File: src/rtl/spi_reg_sequencer.sv
// Register-transaction sequencer feeding an SPI main: command FIFO, one-frame-at-a-time FSM, read response port.
// Optional auto-poll reads are compiled in with the SPI_SEQ_POLL_EN macro.
module spi_reg_sequencer #(
    parameter int ADDR_WIDTH      = 6,
    parameter int DATA_WIDTH      = 8,
    parameter int FIFO_DEPTH      = 4,
    parameter int COOLDOWN_CYCLES = 8,
    parameter int START_TIMEOUT   = 16,
    parameter int POLL_PERIOD     = 1000,
    parameter logic [ADDR_WIDTH-1:0] POLL_ADDR = '0
) (
    input  logic                  clk,
    input  logic                  rst,
    input  logic                  cmd_valid,
    output logic                  cmd_ready,
    input  logic                  cmd_write,
    input  logic [ADDR_WIDTH-1:0] cmd_addr,
    input  logic [DATA_WIDTH-1:0] cmd_wdata,
    output logic                  rsp_valid,
    input  logic                  rsp_ready,
    output logic [ADDR_WIDTH-1:0] rsp_addr,
    output logic [DATA_WIDTH-1:0] rsp_data,
    output logic                  busy,
    output logic                  err_timeout,
    output logic                  spi_en,
    output logic                  spi_mode,
    output logic [ADDR_WIDTH-1:0] spi_addr,
    output logic [DATA_WIDTH-1:0] spi_wdata,
    output logic                  spi_write_valid,
    input  logic                  spi_cs,
    input  logic [DATA_WIDTH-1:0] spi_read_data,
    input  logic                  spi_read_valid
);
    localparam int IDX_W   = $clog2(FIFO_DEPTH);
    localparam int PTR_W   = IDX_W + 1;
    localparam int ENT_W   = 1 + ADDR_WIDTH + DATA_WIDTH;
    localparam int CNT_MAX = (START_TIMEOUT > COOLDOWN_CYCLES) ? START_TIMEOUT : COOLDOWN_CYCLES;
    localparam int CNT_W   = $clog2(CNT_MAX + 1);

    typedef enum logic [1:0] {S_IDLE, S_ISSUE, S_FRAME, S_COOL} state_t;

    logic [ENT_W-1:0]      fifo_mem [FIFO_DEPTH];
    logic [PTR_W-1:0]      wr_ptr_reg, rd_ptr_reg;
    logic                  fifo_empty, fifo_full, push, pop;
    logic                  head_write;
    logic [ADDR_WIDTH-1:0] head_addr;
    logic [DATA_WIDTH-1:0] head_wdata;

    state_t                state_reg, state_next;
    logic [CNT_W-1:0]      cnt_reg, cnt_next;
    logic                  spi_en_reg, spi_en_next;
    logic                  spi_mode_reg, spi_mode_next;
    logic [ADDR_WIDTH-1:0] spi_addr_reg, spi_addr_next;
    logic [DATA_WIDTH-1:0] spi_wdata_reg, spi_wdata_next;
    logic                  spi_wv_reg, spi_wv_next;
    logic                  rsp_valid_reg, rsp_valid_next;
    logic [ADDR_WIDTH-1:0] rsp_addr_reg, rsp_addr_next;
    logic [DATA_WIDTH-1:0] rsp_data_reg, rsp_data_next;
    logic                  err_reg, err_next;
    logic                  poll_due, poll_take;

    // Extra pointer MSB distinguishes full from empty when the index bits match.
    assign fifo_empty = (wr_ptr_reg == rd_ptr_reg);
    assign fifo_full  = (wr_ptr_reg[IDX_W] != rd_ptr_reg[IDX_W]) &&
                        (wr_ptr_reg[IDX_W-1:0] == rd_ptr_reg[IDX_W-1:0]);
    assign push       = cmd_valid && !fifo_full;
    assign {head_write, head_addr, head_wdata} = fifo_mem[rd_ptr_reg[IDX_W-1:0]];

    always_ff @(posedge clk) begin
        if (push)
            fifo_mem[wr_ptr_reg[IDX_W-1:0]] <= {cmd_write, cmd_addr, cmd_wdata};
    end

    always_ff @(posedge clk or posedge rst) begin
        if (rst) begin
            wr_ptr_reg <= '0;
            rd_ptr_reg <= '0;
        end else begin
            if (push)
                wr_ptr_reg <= wr_ptr_reg + PTR_W'(1);
            if (pop)
                rd_ptr_reg <= rd_ptr_reg + PTR_W'(1);
        end
    end

`ifdef SPI_SEQ_POLL_EN
    localparam int POLL_W = $clog2(POLL_PERIOD + 1);
    logic [POLL_W-1:0] poll_cnt_reg;
    logic              poll_due_reg;

    // Once due, the counter parks until the poll is actually injected.
    always_ff @(posedge clk or posedge rst) begin
        if (rst) begin
            poll_cnt_reg <= '0;
            poll_due_reg <= 1'b0;
        end else if (poll_take) begin
            poll_cnt_reg <= '0;
            poll_due_reg <= 1'b0;
        end else if (!poll_due_reg) begin
            if (poll_cnt_reg == POLL_W'(POLL_PERIOD - 1))
                poll_due_reg <= 1'b1;
            else
                poll_cnt_reg <= poll_cnt_reg + POLL_W'(1);
        end
    end
    assign poll_due = poll_due_reg;
`else
    logic unused_poll;
    assign poll_due    = 1'b0;
    assign unused_poll = ^{poll_take, POLL_PERIOD[0]};
`endif

    always_comb begin
        state_next     = state_reg;
        cnt_next       = cnt_reg;
        spi_en_next    = spi_en_reg;
        spi_mode_next  = spi_mode_reg;
        spi_addr_next  = spi_addr_reg;
        spi_wdata_next = spi_wdata_reg;
        spi_wv_next    = spi_wv_reg;
        rsp_valid_next = rsp_valid_reg;
        rsp_addr_next  = rsp_addr_reg;
        rsp_data_next  = rsp_data_reg;
        err_next       = err_reg;
        pop            = 1'b0;
        poll_take      = 1'b0;

        if (rsp_valid_reg && rsp_ready)
            rsp_valid_next = 1'b0;

        case (state_reg)
            S_IDLE: begin
                // Host commands take priority over a due poll; nothing issues while a result is held.
                if (!rsp_valid_reg) begin
                    if (!fifo_empty) begin
                        pop            = 1'b1;
                        spi_mode_next  = head_write;
                        spi_addr_next  = head_addr;
                        spi_wdata_next = head_wdata;
                        spi_en_next    = 1'b1;
                        spi_wv_next    = head_write;
                        cnt_next       = '0;
                        state_next     = S_ISSUE;
                    end else if (poll_due) begin
                        poll_take     = 1'b1;
                        spi_mode_next = 1'b0;
                        spi_addr_next = POLL_ADDR;
                        spi_en_next   = 1'b1;
                        spi_wv_next   = 1'b0;
                        cnt_next      = '0;
                        state_next    = S_ISSUE;
                    end
                end
            end
            S_ISSUE: begin
                if (!spi_cs) begin
                    spi_en_next = 1'b0;
                    spi_wv_next = 1'b0;
                    state_next  = S_FRAME;
                end else if (cnt_reg == CNT_W'(START_TIMEOUT - 1)) begin
                    err_next    = 1'b1;
                    spi_en_next = 1'b0;
                    spi_wv_next = 1'b0;
                    cnt_next    = '0;
                    state_next  = S_COOL;
                end else begin
                    cnt_next = cnt_reg + CNT_W'(1);
                end
            end
            S_FRAME: begin
                if (spi_cs) begin
                    if (!spi_mode_reg) begin
                        // A well-behaved main always flags read_valid here; zero data guards against one that does not.
                        rsp_valid_next = 1'b1;
                        rsp_addr_next  = spi_addr_reg;
                        rsp_data_next  = spi_read_valid ? spi_read_data : '0;
                    end
                    cnt_next   = '0;
                    state_next = S_COOL;
                end
            end
            S_COOL: begin
                if (cnt_reg == CNT_W'(COOLDOWN_CYCLES - 1))
                    state_next = S_IDLE;
                else
                    cnt_next = cnt_reg + CNT_W'(1);
            end
            default: state_next = S_IDLE;
        endcase
    end

    always_ff @(posedge clk or posedge rst) begin
        if (rst) begin
            state_reg     <= S_IDLE;
            cnt_reg       <= '0;
            spi_en_reg    <= 1'b0;
            spi_mode_reg  <= 1'b0;
            spi_addr_reg  <= '0;
            spi_wdata_reg <= '0;
            spi_wv_reg    <= 1'b0;
            rsp_valid_reg <= 1'b0;
            rsp_addr_reg  <= '0;
            rsp_data_reg  <= '0;
            err_reg       <= 1'b0;
        end else begin
            state_reg     <= state_next;
            cnt_reg       <= cnt_next;
            spi_en_reg    <= spi_en_next;
            spi_mode_reg  <= spi_mode_next;
            spi_addr_reg  <= spi_addr_next;
            spi_wdata_reg <= spi_wdata_next;
            spi_wv_reg    <= spi_wv_next;
            rsp_valid_reg <= rsp_valid_next;
            rsp_addr_reg  <= rsp_addr_next;
            rsp_data_reg  <= rsp_data_next;
            err_reg       <= err_next;
        end
    end

    assign cmd_ready       = !fifo_full;
    assign busy            = !fifo_empty || (state_reg != S_IDLE);
    assign err_timeout     = err_reg;
    assign spi_en          = spi_en_reg;
    assign spi_mode        = spi_mode_reg;
    assign spi_addr        = spi_addr_reg;
    assign spi_wdata       = spi_wdata_reg;
    assign spi_write_valid = spi_wv_reg;
    assign rsp_valid       = rsp_valid_reg;
    assign rsp_addr        = rsp_addr_reg;
    assign rsp_data        = rsp_data_reg;
endmodule

File: config.mk
export PLATFORM = sky130hd
export DESIGN_NAME = spi_reg_sequencer
export DESIGN_NICKNAME = d
export VERILOG_FILES = /design/src/rtl/spi_reg_sequencer.sv
export SDC_FILE = /design/constraint.sdc
export NUM_CORES = 1
export LEC_CHECK = 0
export CAP_MARGIN = 20
export CORE_ASPECT_RATIO = 1.5
export CORE_MARGIN = 3
export CORE_UTILIZATION = 30
export CTS_CLUSTER_DIAMETER = 40
export CTS_CLUSTER_SIZE = 16
export DETAILED_ROUTE_END_ITERATION = 16
export PLACE_DENSITY_LB_ADDON = 0.15
export SLEW_MARGIN = 20
export SYNTH_ARGS = -nofsm -noshare
export SYNTH_HDL_FRONTEND = slang
export SYNTH_SLANG_ARGS = --single-unit
File: constraint.sdc
create_clock -name clk -period 5.15 [get_ports clk]
set_clock_uncertainty 0.1 [all_clocks]
set_input_delay 1.03 -clock clk [delete_from_list [all_inputs] [get_ports clk]]
set_output_delay 1.03 -clock clk [all_outputs]
set_load 0.01 [all_outputs]
==> summary.txt, run 1 <==
Outcome
  • Result of the run: finished, final reports clean

CTS
  • Clock transition at the registers of the reported paths: 0.07 ns
  • Count of buffers added by post-CTS timing repair for setup: 0
  • Clock tree from TritonCTS: done
  • Clock latency reported for the late side of the worst-skew pair: 0.33 ns
  • Largest buffer count on any clock path: 2
  • Cts hold-fix bufs: 0
  • Maximum level of the CTS H-tree: 3
  • Post-CTS sizing: 0
  • Cts bufs inserted: 9
  • Library cell used as clock root buffer: clkbuf_16
  • Clock sinks: 106

STA
  • Final Slew Violations: 0
  • Shortest period the worst path allows: 3.06 ns
  • Hold Violations, Final: 0
  • FMAX: 327 MHz
  • RSZ-0062 raised after global routing: false
  • Setup TNS: 0 ns
  • Measured slew at the worst slew-check pin: 0.876 ns
  • Fin crit share: 59.4%
  • Worst rel slew slack: 41.4%
  • Final hold slack: 0.378 ns
  • Total setup violations reported at the end of the flow: 0

Setup path
  • Startpoint of the worst register-to-register path: rd_ptr_reg[0]
  • Critical path type: flop to output pin
  • Crit path arrival time: 1.93 ns
  • Critical path launch point type: flop
  • Critical register-to-register path endpoint: fifo_mem[3][0]
  • Number of cells traversed by the worst register-to-register path: 4
  • Sort of element at the end of the critical path: output pin
  • Setup slack, reg-to-reg: 2.60 ns
  • Required time at the endpoint of the critical path: 4.02 ns
  • Worst Path Max Fanout: 18

Global routing
  • Number of global-route vias before repair: 2568
  • Global Route met2 Usage: 20.4%
  • Residual overflow from global routing: 0
  • Maximum number of pins on one net before global-route repair: 47
  • Global-route wire length before repair: 13900 um
  • All-Layer GR Usage: 11.3%
  • GR Util met1: 12.7%
  • Met3 usage: 2.25%
  • Initial antenna violation count: 0
  • Layer with the highest usage: met2

Yosys
  • Most area-hungry cell type in the Yosys netlist: edfxtp_1
  • Synthesized area: 4390 um2
  • Count of flip-flops with a built-in enable after synthesis: 60
  • Yosys reg bits: 106
  • Leading cell types by count after synthesis: edfxtp_1 (60), dfrtp_1 (46), mux2_2 (24), nand2_1 (21), ha_1 (13)
  • Count of distinct cell types in the synthesized netlist: 42
  • Average footprint of a synthesized cell: 16.9 um2
  • Top post-synthesis cells by area: edfxtp_1 (41%), dfrtp_1 (26%), mux2_2 (6.2%)
  • Share of synthesized registers carrying an async set or reset: 43.4%
  • Post-synthesis instance total: 260
  • Count of warnings emitted by yosys: 0
  • Dominant register cell in the synthesized netlist: edfxtp_1
  • Top-count cell post-synth: edfxtp_1
  • Fraction of synthesized cell area taken by the top area cell type: 41.0%
  • Share of the yosys chip area belonging to registers: 67.2%
  • Post-synthesis net count: 302

Detailed routing
  • DRC violation count after routing: 0
  • Detailed Routing Iterations Pass 1: 4
  • Avg Vias per Cell: 4.52
  • Iteration-0 DRC Markers: 126
  • Routed length per placed instance: 16.2 um
  • Number of nets with antenna violations after routing: 0
  • Sum of routed wire length over all layers: 8520 um
  • Total via count after detailed routing: 2375

Finish
  • Antenna diode count: 0
  • Synth-to-Final Area Change: 25.2%
  • Max FFs per register: 60
  • Fill count: 1380
  • Fraction of layout cells with a size suffix above 1: 18.0%
  • Total Nets Final: 371

Pwr
  • Pwr dens: 588 nW/um2
  • Maximum vdd ir drop: 0.203 mV
  • Leakage component of the power: 2.06 nW

Floorplanning
  • Height of the die: 154 um
  • Die Width: 105 um
  • Row cnt: 53
  • Starting density of the core: 30.9%
  • Die ar.: 16200 um2
  • Placeable Area: 14200 um2
  • Count of boundary I/O pins: 64

Placement
  • Number of port buffers: 63
  • Placed wire-length estimate: 5800 um
  • Routability-driven placement congestion ratio: 0.685

Worst hold path
  • Hold EP: rsp_data[0]
  • Startpoint of the worst hold path: rsp_data[0]
  • Hold Crit Class: flop to flop
  • Worst hold path stage count: 2

Run
  • Number of max-cap violations: 0
cell families after synthesis:
logic type               after synthesis  synth area share (%)
flip-flops                           106                  67.2
AND/OR/NAND/NOR                       45                  5.13
multiplexers                          42                  15.1
AO/OA/AOI/OAI                         26                  4.73
buffers and inverters                 20                  2.16
adder cells (fa/ha/maj)               13                  3.70
XOR/XNOR                               8                  1.94
worst max-delay path, stage by stage, from the launching register on:
cell	delay, ns
dfrtp_1	0.36
buf_4	0.24
xnor2_2	0.33
nand4_1	0.16
clkdlybuf4s50_1	0.51
worst max path at each step:
stage | end | from | cells after the start | slack [ns]
5_1_grt | busy | rd_ptr_reg[0] | 4 | 1.99
3_3_place_gp | fifo_mem[3][0] | cmd_valid | 4 | 1.93
4_1_cts | busy | rd_ptr_reg[0] | 4 | 2.01
6_report | busy | rd_ptr_reg[0] | 4 | 2.09
3_5_place_dp | fifo_mem[1][1] | cmd_valid | 4 | 1.92
2_1_floorplan | fifo_mem[3][0] | cmd_valid | 3 | 2.79
where the power goes:
group / switching (W) / internal [W] / total, W
Sequential: 0.000134 / 0.00119 / 0.00133
Combinational: 0.000600 / 0.000693 / 0.00129
Clock: 0.000291 / 0.000326 / 0.000617
final cells by class:
type | instances | area [um2] | share of cell area [%]
Timing Repair Buffer | 66 | 653 | 11.9
Multi-Input combinational cell | 134 | 1340 | 24.4
Inverter | 12 | 46.3 | 0.842
Clock inverter | 5 | 31.3 | 0.569
Clock buffer | 11 | 233 | 4.23
Tap cell | 192 | 240 | 4.37
Sequential cell | 106 | 2950 | 53.7
cells in the final DEF, fill, tap and decap left out, types with 5 or more instances in the layout:
master and n:
dfrtp_1 46, ha_1 13, o21ai_0 11, clkdlybuf4s50_1 63, mux4_2 10, and2_1 6, inv_1 11, mux2_2 24
mux4_1 5, clkbuf_16 9, edfxtp_1 60, nand2_1 21
layer usage:
metal,vias to the layer above,part of all wire (%)
met5,-,0
met1,1202,40
met2,51,56
met4,0,1.3
li1,1115,-
met3,7,3.2
stage by stage:
stage | setup WS (ns) | utilization (%) | instances | total power, W | area [um2]
3_5_place_dp | 1.92 | 36.9 | 510 | 0.00268 | 5240
4_1_cts | 2.01 | 38.7 | 526 | 0.00331 | 5500
6_report | 2.09 | 38.8 | 526 | 0.00324 | 5500
5_1_grt | 1.99 | 38.8 | 526 | 0.00346 | 5500
3_3_place_gp | 1.93 | 36.9 | 510 | 0.00267 | 5240
2_1_floorplan | 2.79 | - | 260 | 0.00217 | 4390
(Power assumes the default switching activity.)
==> run 2, diff against run 1 <==
==> constraint.sdc (replaced) <==
create_clock -name clk -period 2.85 [get_ports clk]
set_clock_uncertainty 0.1 [all_clocks]
set_input_delay 0.57 -clock clk [delete_from_list [all_inputs] [get_ports clk]]
set_output_delay 0.57 -clock clk [all_outputs]
set_load 0.01 [all_outputs]
==> run 2 against run 1 <==
  * Wire length rose by 1.4%
  * Non-clock buffer count rose by 7
  * Cell count rose by 1.3%
  * Critical endpoint unchanged
  * Sequential share of layout area fell by 0.90 points
==> summary.txt, run 2 (synthesis results as in run 1) <==
STA
  • Total setup violations reported at the end of the flow: 0
  • RSZ-0062 raised after global routing: false
  • Worst rel slew slack: 57.3%
  • Fin crit share: 86.8%
  • Shortest period the worst path allows: 2.47 ns
  • Final Slew Violations: 0
  • FMAX: 404 MHz
  • Hold Violations, Final: 0
  • Measured slew at the worst slew-check pin: 0.641 ns
  • Setup TNS: 0 ns

Global routing
  • Residual overflow from global routing: 0
  • All-Layer GR Usage: 11.4%
  • Initial antenna violation count: 0
  • Global-route wire length before repair: 14100 um
  • Number of global-route vias before repair: 2647
  • Maximum number of pins on one net before global-route repair: 47

Outcome
  • Result of the run: finished, final reports clean

Finish
  • Most frequent cells in the layout: clkdlybuf4s50_1 (63), edfxtp_1 (60), dfrtp_1 (46)
  • Fill count: 1388
  • Most common cell after layout, fill and taps aside: clkdlybuf4s50_1
  • Synth-to-Final Area Change: 27.4%
  • Max FFs per register: 60
  • Total Nets Final: 378
  • Fraction of layout cells with a size suffix above 1: 19.9%
  • Antenna diode count: 0

Detailed routing
  • Routed length per placed instance: 16.2 um
  • Total via count after detailed routing: 2380
  • Sum of routed wire length over all layers: 8630 um
  • Iteration-0 DRC Markers: 53
  • DRC violation count after routing: 0
  • Number of nets with antenna violations after routing: 0
  • Detailed Routing Iterations Pass 1: 4
  • Avg Vias per Cell: 4.47

Floorplanning
  • Row cnt: 53
  • Count of boundary I/O pins: 64
  • Placeable Area: 14200 um2
  • Die Width: 105 um
  • Die ar.: 16200 um2
  • Height of the die: 154 um
  • Starting density of the core: 30.9%

Setup path
  • Critical path launch point type: flop
  • Crit path arrival time: 1.80 ns
  • Required time at the endpoint of the critical path: 2.18 ns
  • Critical path type: flop to output pin
  • Sort of element at the end of the critical path: output pin
  • Worst Path Max Fanout: 3

CTS
  • Clock latency reported for the late side of the worst-skew pair: 0.33 ns
  • Post-CTS sizing: 0
  • Count of buffers added by post-CTS timing repair for setup: 0
  • Maximum level of the CTS H-tree: 3
  • Cts hold-fix bufs: 0
  • Clock transition at the registers of the reported paths: 0.07 ns
  • Clock tree from TritonCTS: done
  • Clock sinks: 106
  • Library cell used as clock root buffer: clkbuf_16
  • Cts bufs inserted: 9
  • Largest buffer count on any clock path: 2

Placement
  • Number of port buffers: 63
  • Routability-driven placement congestion ratio: 0.741
  • Placed wire-length estimate: 5800 um

Run
  • Number of max-cap violations: 0

Pwr
  • Pwr dens: 1080 nW/um2
  • Maximum vdd ir drop: 0.474 mV
  • Total Power: 0.00605 W
  • Leakage component of the power: 2.12 nW

Worst hold path
  • Hold Crit Class: flop to flop
## run 2: cell types whose count changed in the layout (fill, tap and decap cells not counted)
cell and change:
clkbuf_16 +1, clkinv_1 -1, clkinv_2 -1, bufinv_16 +1
buf_4 +7, clkinvlp_4 -2, inv_2 +1, inv_4 +1
## run 2: through the flow
step	utilization, %	setup WS, ns	cells	hold WS [ns]	instance area (um2)
floorplan	-	0.781	260	0.384	4390
global placement	37.3	0.475	517	0.356	5290
detailed placement	37.3	0.422	517	0.356	5290
CTS	39.4	0.331	533	0.372	5590
global route	39.4	0.276	533	0.380	5590
finish	39.4	0.377	533	0.368	5590
## run 2: metal layers
metal	share of wire [%]	routed length [um]	vias to the layer above	track usage, %
met3	3.2	275	12	2.25
met4	2.0	172	0	4.69
li1	-	-	1122	-
met5	0	0	-	0
met2	55	4780	53	21.4
met1	39	3400	1193	12.4
## run 2: path summary, 6_finish.rpt
path | from | to | slack (ns) | cells after the start
min in group asynchronous | rst | rsp_data[2] | 0.61 | 3
max in group asynchronous | rst | spi_wdata[6] | 1.60 | 3
max reg2reg | state_reg[0] | spi_write_valid | 0.72 | 7
min reg2reg | err_timeout | err_timeout | 0.37 | 1
min | err_timeout | err_timeout | 0.37 | 1
max | wr_ptr_reg[2] | busy | 0.38 | 3
## run 2: cell type report
class                      instances  area (um2)  area share [%]
sequential                       106        2950            52.8
clock buffer                      12         258            4.61
inverter                          12        45.0           0.805
clock inverter                     4        48.8           0.872
timing repair buffer              73         706            12.6
multi-input combinational        134        1340            24.0
tap                              192         240            4.29
## run 2: worst max-delay path: stages, from the launching register on
cell	delay (ns)
dfrtp_1	0.44
xnor2_1	0.36
nand4_1	0.15
clkdlybuf4s50_1	0.52
## run 2: report_power, final
part           leakage (nW)  switching (W)  internal [W]
Clock                 0.148       0.000536      0.000735
Combinational         0.855        0.00110       0.00129
Sequential             1.12       0.000252       0.00215
Total                  2.12        0.00188       0.00417
